**src/rtl/vend_pkg.sv**
```systemverilog
// rtl/vend_pkg.sv - shared state encoding and saturating-add helper for the vending controller
package vend_pkg;

    typedef enum logic [1:0] {
        IDLE     = 2'b00,
        DISPENSE = 2'b01,
        RELEASE  = 2'b10,
        CANCEL   = 2'b11
    } state_t;

    // Operands are zero-extended by the caller; the result never exceeds max_val.
    function automatic logic [31:0] sat_add(input logic [31:0] a,
                                            input logic [31:0] b,
                                            input logic [31:0] max_val);
        logic [32:0] sum;
        sum = {1'b0, a} + {1'b0, b};
        if (sum > {1'b0, max_val}) begin
            return max_val;
        end
        return sum[31:0];
    endfunction

endpackage

```
**src/rtl/vend_inventory.sv**
```systemverilog
// rtl/vend_inventory.sv - per-slot stock registers with saturating restock, decrement and two read ports
module vend_inventory
    import vend_pkg::*;
#(
    parameter int NUM_SLOTS  = 8,
    parameter int STOCK_W    = 4,
    parameter int INIT_STOCK = 5,
    parameter int IDX_W      = 3
) (
    input  logic               clk,
    input  logic               rst,
    input  logic               dec_en,
    input  logic [IDX_W-1:0]   dec_index,
    input  logic               restock_valid,
    input  logic [IDX_W-1:0]   restock_index,
    input  logic [STOCK_W-1:0] restock_count,
    input  logic [IDX_W-1:0]   rd_index,
    output logic [STOCK_W-1:0] rd_level,
    input  logic [IDX_W-1:0]   sel_index,
    output logic [STOCK_W-1:0] sel_level
);

    localparam logic [31:0] STOCK_MAX = (32'd1 << STOCK_W) - 32'd1;

    logic [STOCK_W-1:0] level [NUM_SLOTS];

    for (genvar g = 0; g < NUM_SLOTS; g++) begin : g_slot
        logic [STOCK_W-1:0] slot_q;
        logic [STOCK_W-1:0] slot_d;
        logic [STOCK_W-1:0] base;
        logic [STOCK_W-1:0] add;

        // Decrement first, then saturating add: a same-cycle sale and restock
        // never lose the sale even when the slot was already full.
        always_comb begin
            base = slot_q;
            add  = '0;
            if (dec_en && (dec_index == IDX_W'(g))) begin
                base = slot_q - STOCK_W'(1);
            end
            if (restock_valid && (restock_index == IDX_W'(g))) begin
                add = restock_count;
            end
            slot_d = STOCK_W'(sat_add(32'(base), 32'(add), STOCK_MAX));
        end

        always_ff @(posedge clk or posedge rst) begin
            if (rst) begin
                slot_q <= STOCK_W'(INIT_STOCK);
            end else begin
                slot_q <= slot_d;
            end
        end

        assign level[g] = slot_q;
    end

    always_comb begin
        rd_level = '0;
        if (32'(rd_index) < 32'(NUM_SLOTS)) begin
            rd_level = level[rd_index];
        end
    end

    always_comb begin
        sel_level = '0;
        if (32'(sel_index) < 32'(NUM_SLOTS)) begin
            sel_level = level[sel_index];
        end
    end

endmodule

```
**src/rtl/vend_multi_slot_ctrl.sv**
```systemverilog
// rtl/vend_multi_slot_ctrl.sv - vending session FSM with timeout and 4-phase dispense/refund handshakes
// Optional sales counter output enabled by VEND_SALES_CNT_EN.
module vend_multi_slot_ctrl
    import vend_pkg::*;
#(
    parameter int NUM_SLOTS      = 8,
    parameter int STOCK_W        = 4,
    parameter int INIT_STOCK     = 5,
    parameter int TIMEOUT_CYCLES = 40,
    localparam int IDX_W         = ($clog2(NUM_SLOTS) > 1) ? $clog2(NUM_SLOTS) : 1
) (
    input  logic               clk,
    input  logic               rst,
    input  logic               sel_valid,
    input  logic [IDX_W-1:0]   sel_index,
    input  logic               cancel,
    output logic               disp_req,
    output logic [IDX_W-1:0]   disp_index,
    input  logic               disp_ack,
    output logic               cancel_req,
    input  logic               cancel_ack,
    input  logic               restock_valid,
    input  logic [IDX_W-1:0]   restock_index,
    input  logic [STOCK_W-1:0] restock_count,
    input  logic [IDX_W-1:0]   rd_index,
    output logic [STOCK_W-1:0] rd_level,
    output logic [1:0]         state,
    output logic               out_of_stock
`ifdef VEND_SALES_CNT_EN
    ,
    output logic [15:0]        sales_count
`endif
);

    localparam int CNT_W = ($clog2(TIMEOUT_CYCLES) > 1) ? $clog2(TIMEOUT_CYCLES) : 1;
    localparam logic [CNT_W-1:0] CNT_LAST = CNT_W'(TIMEOUT_CYCLES - 1);

    state_t             state_q, state_d;
    logic [CNT_W-1:0]   cnt_q, cnt_d;
    logic               phase_q, phase_d;
    logic [IDX_W-1:0]   disp_index_q, disp_index_d;
    logic               oos_q, oos_d;
    logic               dec_en;
    logic [STOCK_W-1:0] sel_level;
    logic               sel_ok;

    vend_inventory #(
        .NUM_SLOTS  (NUM_SLOTS),
        .STOCK_W    (STOCK_W),
        .INIT_STOCK (INIT_STOCK),
        .IDX_W      (IDX_W)
    ) u_inventory (
        .clk           (clk),
        .rst           (rst),
        .dec_en        (dec_en),
        .dec_index     (disp_index_q),
        .restock_valid (restock_valid),
        .restock_index (restock_index),
        .restock_count (restock_count),
        .rd_index      (rd_index),
        .rd_level      (rd_level),
        .sel_index     (sel_index),
        .sel_level     (sel_level)
    );

    assign sel_ok = (32'(sel_index) < 32'(NUM_SLOTS)) && (sel_level != '0);

    always_ff @(posedge clk or posedge rst) begin
        if (rst) begin
            state_q      <= IDLE;
            cnt_q        <= '0;
            phase_q      <= 1'b0;
            disp_index_q <= '0;
            oos_q        <= 1'b0;
        end else begin
            state_q      <= state_d;
            cnt_q        <= cnt_d;
            phase_q      <= phase_d;
            disp_index_q <= disp_index_d;
            oos_q        <= oos_d;
        end
    end

    always_comb begin
        state_d      = state_q;
        cnt_d        = cnt_q;
        phase_d      = phase_q;
        disp_index_d = disp_index_q;
        oos_d        = 1'b0;
        dec_en       = 1'b0;
        case (state_q)
            IDLE: begin
                if (sel_valid) begin
                    if (sel_ok) begin
                        disp_index_d = sel_index;
                        cnt_d        = '0;
                        state_d      = DISPENSE;
                    end else begin
                        oos_d = 1'b1;
                    end
                end
            end
            DISPENSE: begin
                // Acknowledge takes priority over a coincident cancel or timeout.
                if (disp_ack) begin
                    dec_en  = 1'b1;
                    cnt_d   = '0;
                    state_d = RELEASE;
                end else if (cancel || (cnt_q == CNT_LAST)) begin
                    cnt_d   = '0;
                    phase_d = 1'b0;
                    state_d = CANCEL;
                end else begin
                    cnt_d = cnt_q + CNT_W'(1);
                end
            end
            RELEASE: begin
                if (!disp_ack) begin
                    state_d = IDLE;
                end
            end
            CANCEL: begin
                if (!phase_q) begin
                    if (cancel_ack) begin
                        phase_d = 1'b1;
                    end
                end else if (!cancel_ack) begin
                    phase_d = 1'b0;
                    state_d = IDLE;
                end
            end
            default: state_d = IDLE;
        endcase
    end

    // Requests decode straight from registered state so reset drops them asynchronously.
    assign disp_req     = (state_q == DISPENSE);
    assign cancel_req   = (state_q == CANCEL) && !phase_q;
    assign disp_index   = disp_index_q;
    assign state        = state_q;
    assign out_of_stock = oos_q;

`ifdef VEND_SALES_CNT_EN
    logic [15:0] sales_q;

    always_ff @(posedge clk or posedge rst) begin
        if (rst) begin
            sales_q <= '0;
        end else if (dec_en && (sales_q != 16'hFFFF)) begin
            sales_q <= sales_q + 16'd1;
        end
    end

    assign sales_count = sales_q;
`endif

endmodule

```
**config.mk**
```make
export PLATFORM = sky130hd
export DESIGN_NAME = vend_multi_slot_ctrl
export DESIGN_NICKNAME = d
export VERILOG_FILES = /design/src/rtl/vend_pkg.sv /design/src/rtl/vend_inventory.sv /design/src/rtl/vend_multi_slot_ctrl.sv
export SDC_FILE = /design/constraint.sdc
export NUM_CORES = 1
export LEC_CHECK = 0
export CAP_MARGIN = 20
export CORE_ASPECT_RATIO = 0.7
export CORE_MARGIN = 3
export CORE_UTILIZATION = 54
export DETAILED_ROUTE_END_ITERATION = 16
export MAX_ROUTING_LAYER = met4
export PLACE_DENSITY = 0.79
export SLEW_MARGIN = 10
export SYNTH_ARGS = -nofsm -noshare
export SYNTH_HDL_FRONTEND = slang
export SYNTH_SLANG_ARGS = --single-unit
```
**constraint.sdc**
```tcl
create_clock -name clk -period 2.55 [get_ports clk]
set_input_delay 0.51 -clock clk [delete_from_list [all_inputs] [get_ports clk]]
set_output_delay 0.51 -clock clk [all_outputs]
set_load 0.01 [all_outputs]
```
==> impl_metrics.json, run 1 <==
{
  "cap_violations": 0,
  "maxSlewHeadroom": 0.7259,
  "multiInputGateArea_um2": 2696,
  "cts_tree": "built",
  "overflow": 0,
  "hpwl_mm": 7.888,
  "cts_root_buf": "clkbuf_8",
  "timing.hold.ws_ns": 0.4223,
  "grt_antenna_before_repair": 0,
  "dpl_cell_area_um2": 4608,
  "first_pass_iters": 5,
  "cts_buffer_depth": 2,
  "gp_congestion": 0.9094,
  "netlist_area_um2": 3910,
  "synth-edff-count": 0,
  "drtIter0Drc": 161,
  "ys_warn_count": 0,
  "r2r-end": "u_inventory.g_slot[3].slot_q[1]$_DFF_PP0_",
  "final_nets": 563,
  "cp_cell_sequence": "clkdlybuf4s15_1 -> buf_4 -> mux4_2 -> mux2_2 -> dlygate4sd2_1",
  "synth_xor_area_frac": 0.06720,
  "core_um2": 6882,
  "postLayoutCellArea_um2": 4717,
  "crit_family": "multiplexers",
  "grt_pass1_wl_mm": 16.15,
  "wl_met1_mm": 4.576,
  "synthSimpleGateAreaFrac": 0.2579,
  "synth_cells": 425,
  "r2r_slack_ns": 0.13,
  "synth_area_leaders": "dfrtp_1 19%, ha_1 13%, dfstp_2 11%",
  "critPathBufInv": 3,
  "pre_cts_ws_ns": -0.4189,
  "finalSetupViolCount": 0,
  "drv_slew": 0,
  "htree_levels": 2,
  "io_pins": 32,
  "grtUsageTotal": 0.2561,
  "synth_fp_nets": 494,
  "ant_nets": 0,
  "syn_to_final_growth_pct": 20.64,
  "synthAdderAreaFrac": 0.1722,
  "synthArstFlopShare": 1.000,
  "io_buffers": 31,
  "worst_slew_pin_slew_ns": 0.4080,
  "setup_tns_ns": 0,
  "reg2reg_from": "state[1]$_DFFE_PP0P_",
  "drive_above_1_share": 0.1697,
  "hp-class": "primary input to async pin",
  "critPathArrivalTime_ns": 1.95,
  "synth_top_family_by_area": "simple AND/OR/NAND/NOR gates",
  "synth-seq-cells": 45,
  "powerDensity_nw_per_um2": 864.9,
  "dieArea_um2": 8314,
  "cts_made_buffers": 5,
  "floorplan.initialDensity": 0.5682,
  "power.total_w": 0.004080,
  "clk_pin_slew_ns": 0.09,
  "synth_top_area_share": 0.1856,
  "hold_violations": 0,
  "slowest_stage": "mux4_2",
  "grt_pass1_vias": 3346,
  "synth_compound_area_frac": 0.1165,
  "yosys.area.top_type": "dfrtp_1",
  "fmax_mhz": 406.6,
  "finalClockSkew_ns": 0.009320,
  "drt-vias-per-instance": 5.728,
  "grt_max_degree": 39,
  "antenna_cells": 0,
  "synthFlopType": "dfrtp_1",
  "synth.yosys.seq_area_share": 0.2931,
  "rsz0062_at_grt": "no",
  "slowest_delay_ns": 0.48,
  "r2r_cells": 11,
  "top_layer": "met4",
  "vias": 3374,
  "synth_cell_types": 45,
  "peakVddDrop_mv": 0.4041,
  "cp.required_ns": 2.04,
  "wl_per_cell_um": 16.52,
  "die_h_um": 77.20,
  "cp-end-kind": "output port",
  "leakage_nw": 2.163,
  "clk_latency_ns": 0.30,
  "fillers": 544,
  "synthTopCellsByCount": "41 x ha_1, 41 x nor2_1, 38 x nand2_1, 32 x and2_1, 30 x a21oi_1",
  "avgSynthCellArea_um2": 9.200,
  "row_count": 25,
  "min_period_ns": 2.460,
  "status": "finished clean",
  "clkSinkCount": 45,
  "worstSetupPathType": "primary input to output port",
  "seq_area_um2": 1146,
  "routed_wl_mm": 9.732,
  "timing.final.ws_setup_ns": 0.09031,
  "timing.final.crit_share": 0.9646,
  "crit_fanout": 3,
  "muxShareOfSynthArea": 0.06816,
  "remaining_drc_errors": 0,
  "wl_met2_mm": 4.315,
  "worst-path-stages": 5,
  "critPathLaunchType": "primary input",
  "die_w_um": 107.7,
  "wl_met3_um": 551
}
[metal layers]
metal / vias to the layer above / global-route usage
met4: 0 / 0.09332
met5: - / -
met1: 1627 / 0.3367
met2: 110 / 0.3927
li1: 1616 / -
met3: 21 / 0.05299
[power by group]
part | switching, W | internal (W)
Clock | 0.000250 | 0.000222
Combinational | 0.00104 | 0.00106
Sequential | 0.000403 | 0.00111
[logic make-up (layout without fill, tap and decap cells)]
kind of cell | count (synthesis) | after routing
buf+inv | 25 | 95
fa+ha+maj | 49 | 49
simple gates | 189 | 189
mux | 15 | 15
compound gates | 72 | 72
xor+xnor | 30 | 30
flops | 45 | 45
[worst max-delay path by stage]
stage                                                      endpoint                 start
after floorplan           u_inventory.g_slot[6].slot_q[1]$_DFF_PP0_  state[0]$_DFFE_PP0P_
after global placement                                  rd_level[1]           rd_index[0]
after detailed placement                                rd_level[2]           rd_index[0]
after CTS                 u_inventory.g_slot[2].slot_q[1]$_DFF_PP0_              disp_ack
after global routing      u_inventory.g_slot[1].slot_q[1]$_DFF_PP0_      restock_index[2]
final                                                   rd_level[2]           rd_index[0]
[layout make-up]
cell class	count	area share
multi-input combinational	355	0.5716
sequential	45	0.2430
timing repair buffer	67	0.1255
tap	94	0.02493
clock buffer	8	0.01910
inverter	20	0.01592
[registers in the layout (all words and copies together), names as in the netlist]
| signal | count |
|---|---|
| cnt_q | 6 |
| disp_index | 3 |
| out_of_stock | 1 |
| phase_q | 1 |
| state | 2 |
| u_inventory.g_slot.slot_q | 32 |
[placed cells by master, fill, tap and decap left out, types with 2 or more instances in the layout]
cell	synthesis	routed
a211oi_1	4	4
a21o_1	5	5
a21oi_1	30	28
a21oi_2	1	3
a22o_1	3	3
and2_1	32	32
and3_1	2	2
buf_4	1	35
clkbuf_1	4	2
clkbuf_8	0	6
clkdlybuf4s50_1	0	23
dfrtp_1	29	29
dfstp_2	16	16
dlygate4sd2_1	0	5
dlymetal6s2s_1	0	2
fa_1	8	7
ha_1	41	41
inv_1	20	19
mux2_1	2	2
mux2_2	4	4
mux4_2	7	7
nand2_1	38	38
nand2b_1	27	27
nand3_1	4	3
nand3b_1	11	11
nor2_1	41	39
nor2_2	0	2
nor2b_1	9	9
nor3_1	17	15
nor3_2	0	2
nor4_2	2	2
o21ai_0	13	13
o21bai_1	8	8
xnor2_1	26	26
xor2_1	4	4
[worst reg2reg max path: cells and delay by family (launching register included)]
kind	cells	cell delay [ns]
XOR/XNOR	1	0.24
AO/OA/AOI/OAI	1	0.21
flip-flops	1	0.38
adder cells (fa/ha/maj)	1	0.31
AND/OR/NAND/NOR	7	1.03
buffers and inverters	1	0.16
[repair_timing]
action | 4_1_cts | 5_1_grt
buffers inserted | 0 | 0
cloned | 0 | 0
setup endpoints to repair | 6 | 27
hold buffers | 0 | 0
resized for setup | 8 | 7
pin swaps | 0 | 2
[metrics by stage]
stage,std cells,utilization
after floorplan,425,-
after global placement,581,0.6696
after detailed placement,581,0.6696
after CTS,589,0.6825
after global routing,589,0.6855
final,589,0.6855
Note: power is estimated with default switching activity, not from simulation.
==> inputs of run 2 (changes only) <==
- ABC_AREA: unset -> 1
- SETUP_SLACK_MARGIN: unset -> 0.5
==> run 2 against run 1 <==
Fmax increased by 3.7%. Combinational power increased by 16%. Worst setup slack improved by 0.087 ns. Total power increased by 6.9%. Final cell count increased by 23%. Via count increased by 16%. First-iteration DRC count increased by 110%. Clock skew increased by 0.0057 ns. Clock-buffer cell count decreased by 3. Wire length increased by 19%. Global-route usage increased by 2.1 points. Largest power group unchanged.
==> impl_metrics.json, run 2 <==
{
  "status": "finished clean",
  "powerDensity_nw_per_um2": 831.0,
  "clk_latency_ns": 0.32,
  "ant_nets": 0,
  "cts_buffer_depth": 2,
  "floorplan.initialDensity": 0.5675,
  "clk_pin_slew_ns": 0.10,
  "synth_cell_types": 32,
  "drt-vias-per-instance": 5.418,
  "fillers": 477,
  "synthFlopType": "dfrtp_1",
  "htree_levels": 2,
  "maxSlewHeadroom": 0.4841,
  "min_period_ns": 2.373,
  "netlist_area_um2": 3905,
  "finalSetupViolCount": 0,
  "synth_top_area_share": 0.1858,
  "cap_violations": 0,
  "dpl_cell_area_um2": 4624,
  "synthArstFlopShare": 1.000,
  "postLayoutCellArea_um2": 5250,
  "synth_cells": 530,
  "largest_reg_flops": 32,
  "cts_made_buffers": 5,
  "synth-seq-cells": 45,
  "hp-class": "register to register",
  "cp.required_ns": 2.75,
  "hpwl_mm": 7.993,
  "drv_slew": 0,
  "die_h_um": 77.15,
  "synth_area_leaders": "dfrtp_1 19%, ha_1 13%, dfstp_2 11%",
  "critPathLaunchType": "register",
  "antenna_cells": 0,
  "drive_above_1_share": 0.3011,
  "fmax_mhz": 421.5,
  "worstSetupPathType": "register to register",
  "peakVddDrop_mv": 0.4970,
  "final_cell_mix": "85 x nand2_1, 79 x nor2_1, 70 x inv_1",
  "final_nets": 699,
  "rsz0062_at_grt": "yes",
  "critPathArrivalTime_ns": 2.57,
  "grt_pass1_vias": 3770,
  "grt_max_degree": 22,
  "first_pass_iters": 5,
  "gp_congestion": 0.9509,
  "synth_fp_nets": 599,
  "setup_tns_ns": 0,
  "leakage_nw": 2.814,
  "yosysMostFrequentCell": "nand2_1",
  "io_buffers": 31,
  "synthTopCellsByCount": "98 x nand2_1, 86 x nor2_1, 84 x inv_1, 41 x ha_1",
  "instances_no_fill": 725,
  "synth-edff-count": 0,
  "placed_cells": 678,
  "grt_pass1_wl_mm": 17.86,
  "wl_per_cell_um": 15.97,
  "dieArea_um2": 8304,
  "synth.yosys.seq_area_share": 0.2935,
  "overflow": 0,
  "avgSynthCellArea_um2": 7.368,
  "die_w_um": 107.6,
  "yosys.area.top_type": "dfrtp_1",
  "io_pins": 32,
  "worst_slew_pin_slew_ns": 0.7691,
  "remaining_drc_errors": 0,
  "drtIter0Drc": 331,
  "syn_to_final_growth_pct": 34.44,
  "crit_fanout": 4,
  "layout_commonest_cell": "nand2_1",
  "core_um2": 6882,
  "timing.final.crit_share": 0.9304,
  "vias": 3928,
  "routed_wl_mm": 11.58,
  "cts_tree": "built",
  "hold_violations": 0,
  "cp-end-kind": "register",
  "ys_warn_count": 0,
  "cts_root_buf": "clkbuf_8",
  "clkSinkCount": 45,
  "row_count": 25,
  "finalClockSkew_ns": 0.01503,
  "grt_antenna_before_repair": 0,
  "largest_register": "u_inventory.g_slot.slot_q",
  "grtUsageTotal": 0.2773
}
==> run 2: changes by cell type after synthesis, sizes merged, moves of 13 or more <==
| cell | previous run | this run |
|---|---|---|
| and2 | 32 | 0 |
| inv | 20 | 85 |
| nand2 | 38 | 102 |
| nand2b | 27 | 0 |
| nand3 | 4 | 31 |
| nor2 | 41 | 95 |
| nor3 | 17 | 4 |
| o21ai | 13 | 27 |
| xnor2 | 26 | 5 |
| xor2 | 4 | 26 |
==> run 2: through the flow <==
stage            util  hold WS [ns]  setup slack [ns]  total power [W]
4_1_cts        0.7175        0.5151            0.2089         0.004065
6_report       0.7629        0.5096            0.1774         0.004363
2_1_floorplan       -        0.4626            0.3143         0.002769
3_3_place_gp   0.6720        0.4811           -0.2962         0.003327
3_5_place_dp   0.6720        0.4869           -0.3158         0.003442
5_1_grt        0.7629        0.5334           0.08775         0.004713
==> run 2: logic make-up (layout without fill, tap and decap cells) <==
group / after synthesis / count (layout) / synth area share
buffers and inverters: 90 / 191 / 0.08715
flip-flops: 45 / 45 / 0.2935
XOR/XNOR: 31 / 31 / 0.06953
AND/OR/NAND/NOR: 237 / 237 / 0.2653
adder cells (fa/ha/maj): 49 / 49 / 0.1724
AO/OA/AOI/OAI: 78 / 78 / 0.1121
==> run 2: path summary, 6_finish.rpt <==
kind	startpoint	end	slack, ns	cells after the start
max	state[1]$_DFFE_PP0P_	u_inventory.g_slot[3].slot_q[3]$_DFF_PP0_	0.18	13
min	cnt_q[3]$_DFFE_PP0P_	cnt_q[3]$_DFFE_PP0P_	0.51	2
max reg2reg	state[1]$_DFFE_PP0P_	u_inventory.g_slot[3].slot_q[3]$_DFF_PP0_	0.18	13
min reg2reg	cnt_q[3]$_DFFE_PP0P_	cnt_q[3]$_DFFE_PP0P_	0.51	2
max in group asynchronous	rst	u_inventory.g_slot[0].slot_q[2]$_DFF_PP1_	1.31	3
min in group asynchronous	rst	disp_index[0]$_DFFE_PP0P_	0.54	2
==> run 2: final cells by class <==
cell class | count | area, µm² | share of cell area
Inverter | 86 | 325.3 | 0.06196
Timing Repair Buffer | 97 | 853.3 | 0.1625
Sequential cell | 45 | 1149 | 0.2188
Multi-Input combinational cell | 395 | 2715 | 0.5172
Clock inverter | 3 | 21.27 | 0.004051
Clock buffer | 5 | 68.82 | 0.01311
Tap cell | 94 | 117.6 | 0.02240
==> run 2: timing repair <==
item	in CTS	in global routing
endpoints found under the setup margin	37	39
pin swaps	36	47
hold buffers	0	0
cloned	0	1
gates resized for setup	55	56
buffers inserted	24	14
==> run 2: critical path, cell delays in order (launching register included) <==
cell and delay (ns):
dfrtp_2 0.42, inv_2 0.07, nand2_4 0.06, nor2_4 0.19, nand2_4 0.13, nor2_4 0.18, buf_4 0.14, nor2_1 0.04
a21oi_2 0.19, ha_1 0.27, a21o_1 0.16, a21oi_1 0.14, xor2_1 0.17, nand2_1 0.07
==> run 2: routing by layer <==
metal | GRT usage | wire, µm
met5 | - | 0
met3 | 0.03953 | 757
met4 | 0.07188 | 250
met2 | 0.4305 | 5579
met1 | 0.3821 | 4992
==> run 2: power breakdown <==
part           leakage [nW]  internal (W)  switching (W)
combinational          2.25       0.00105        0.00138
sequential            0.516       0.00111       0.000345
clock                0.0445      0.000195       0.000280
total                  2.81       0.00235        0.00201
==> inputs of run 3 (changes only) <==
- SLEW_MARGIN: 10 -> unset
==> results of run 3 <==
No change in the layout: final DEF, timing and power equal those of run 2.
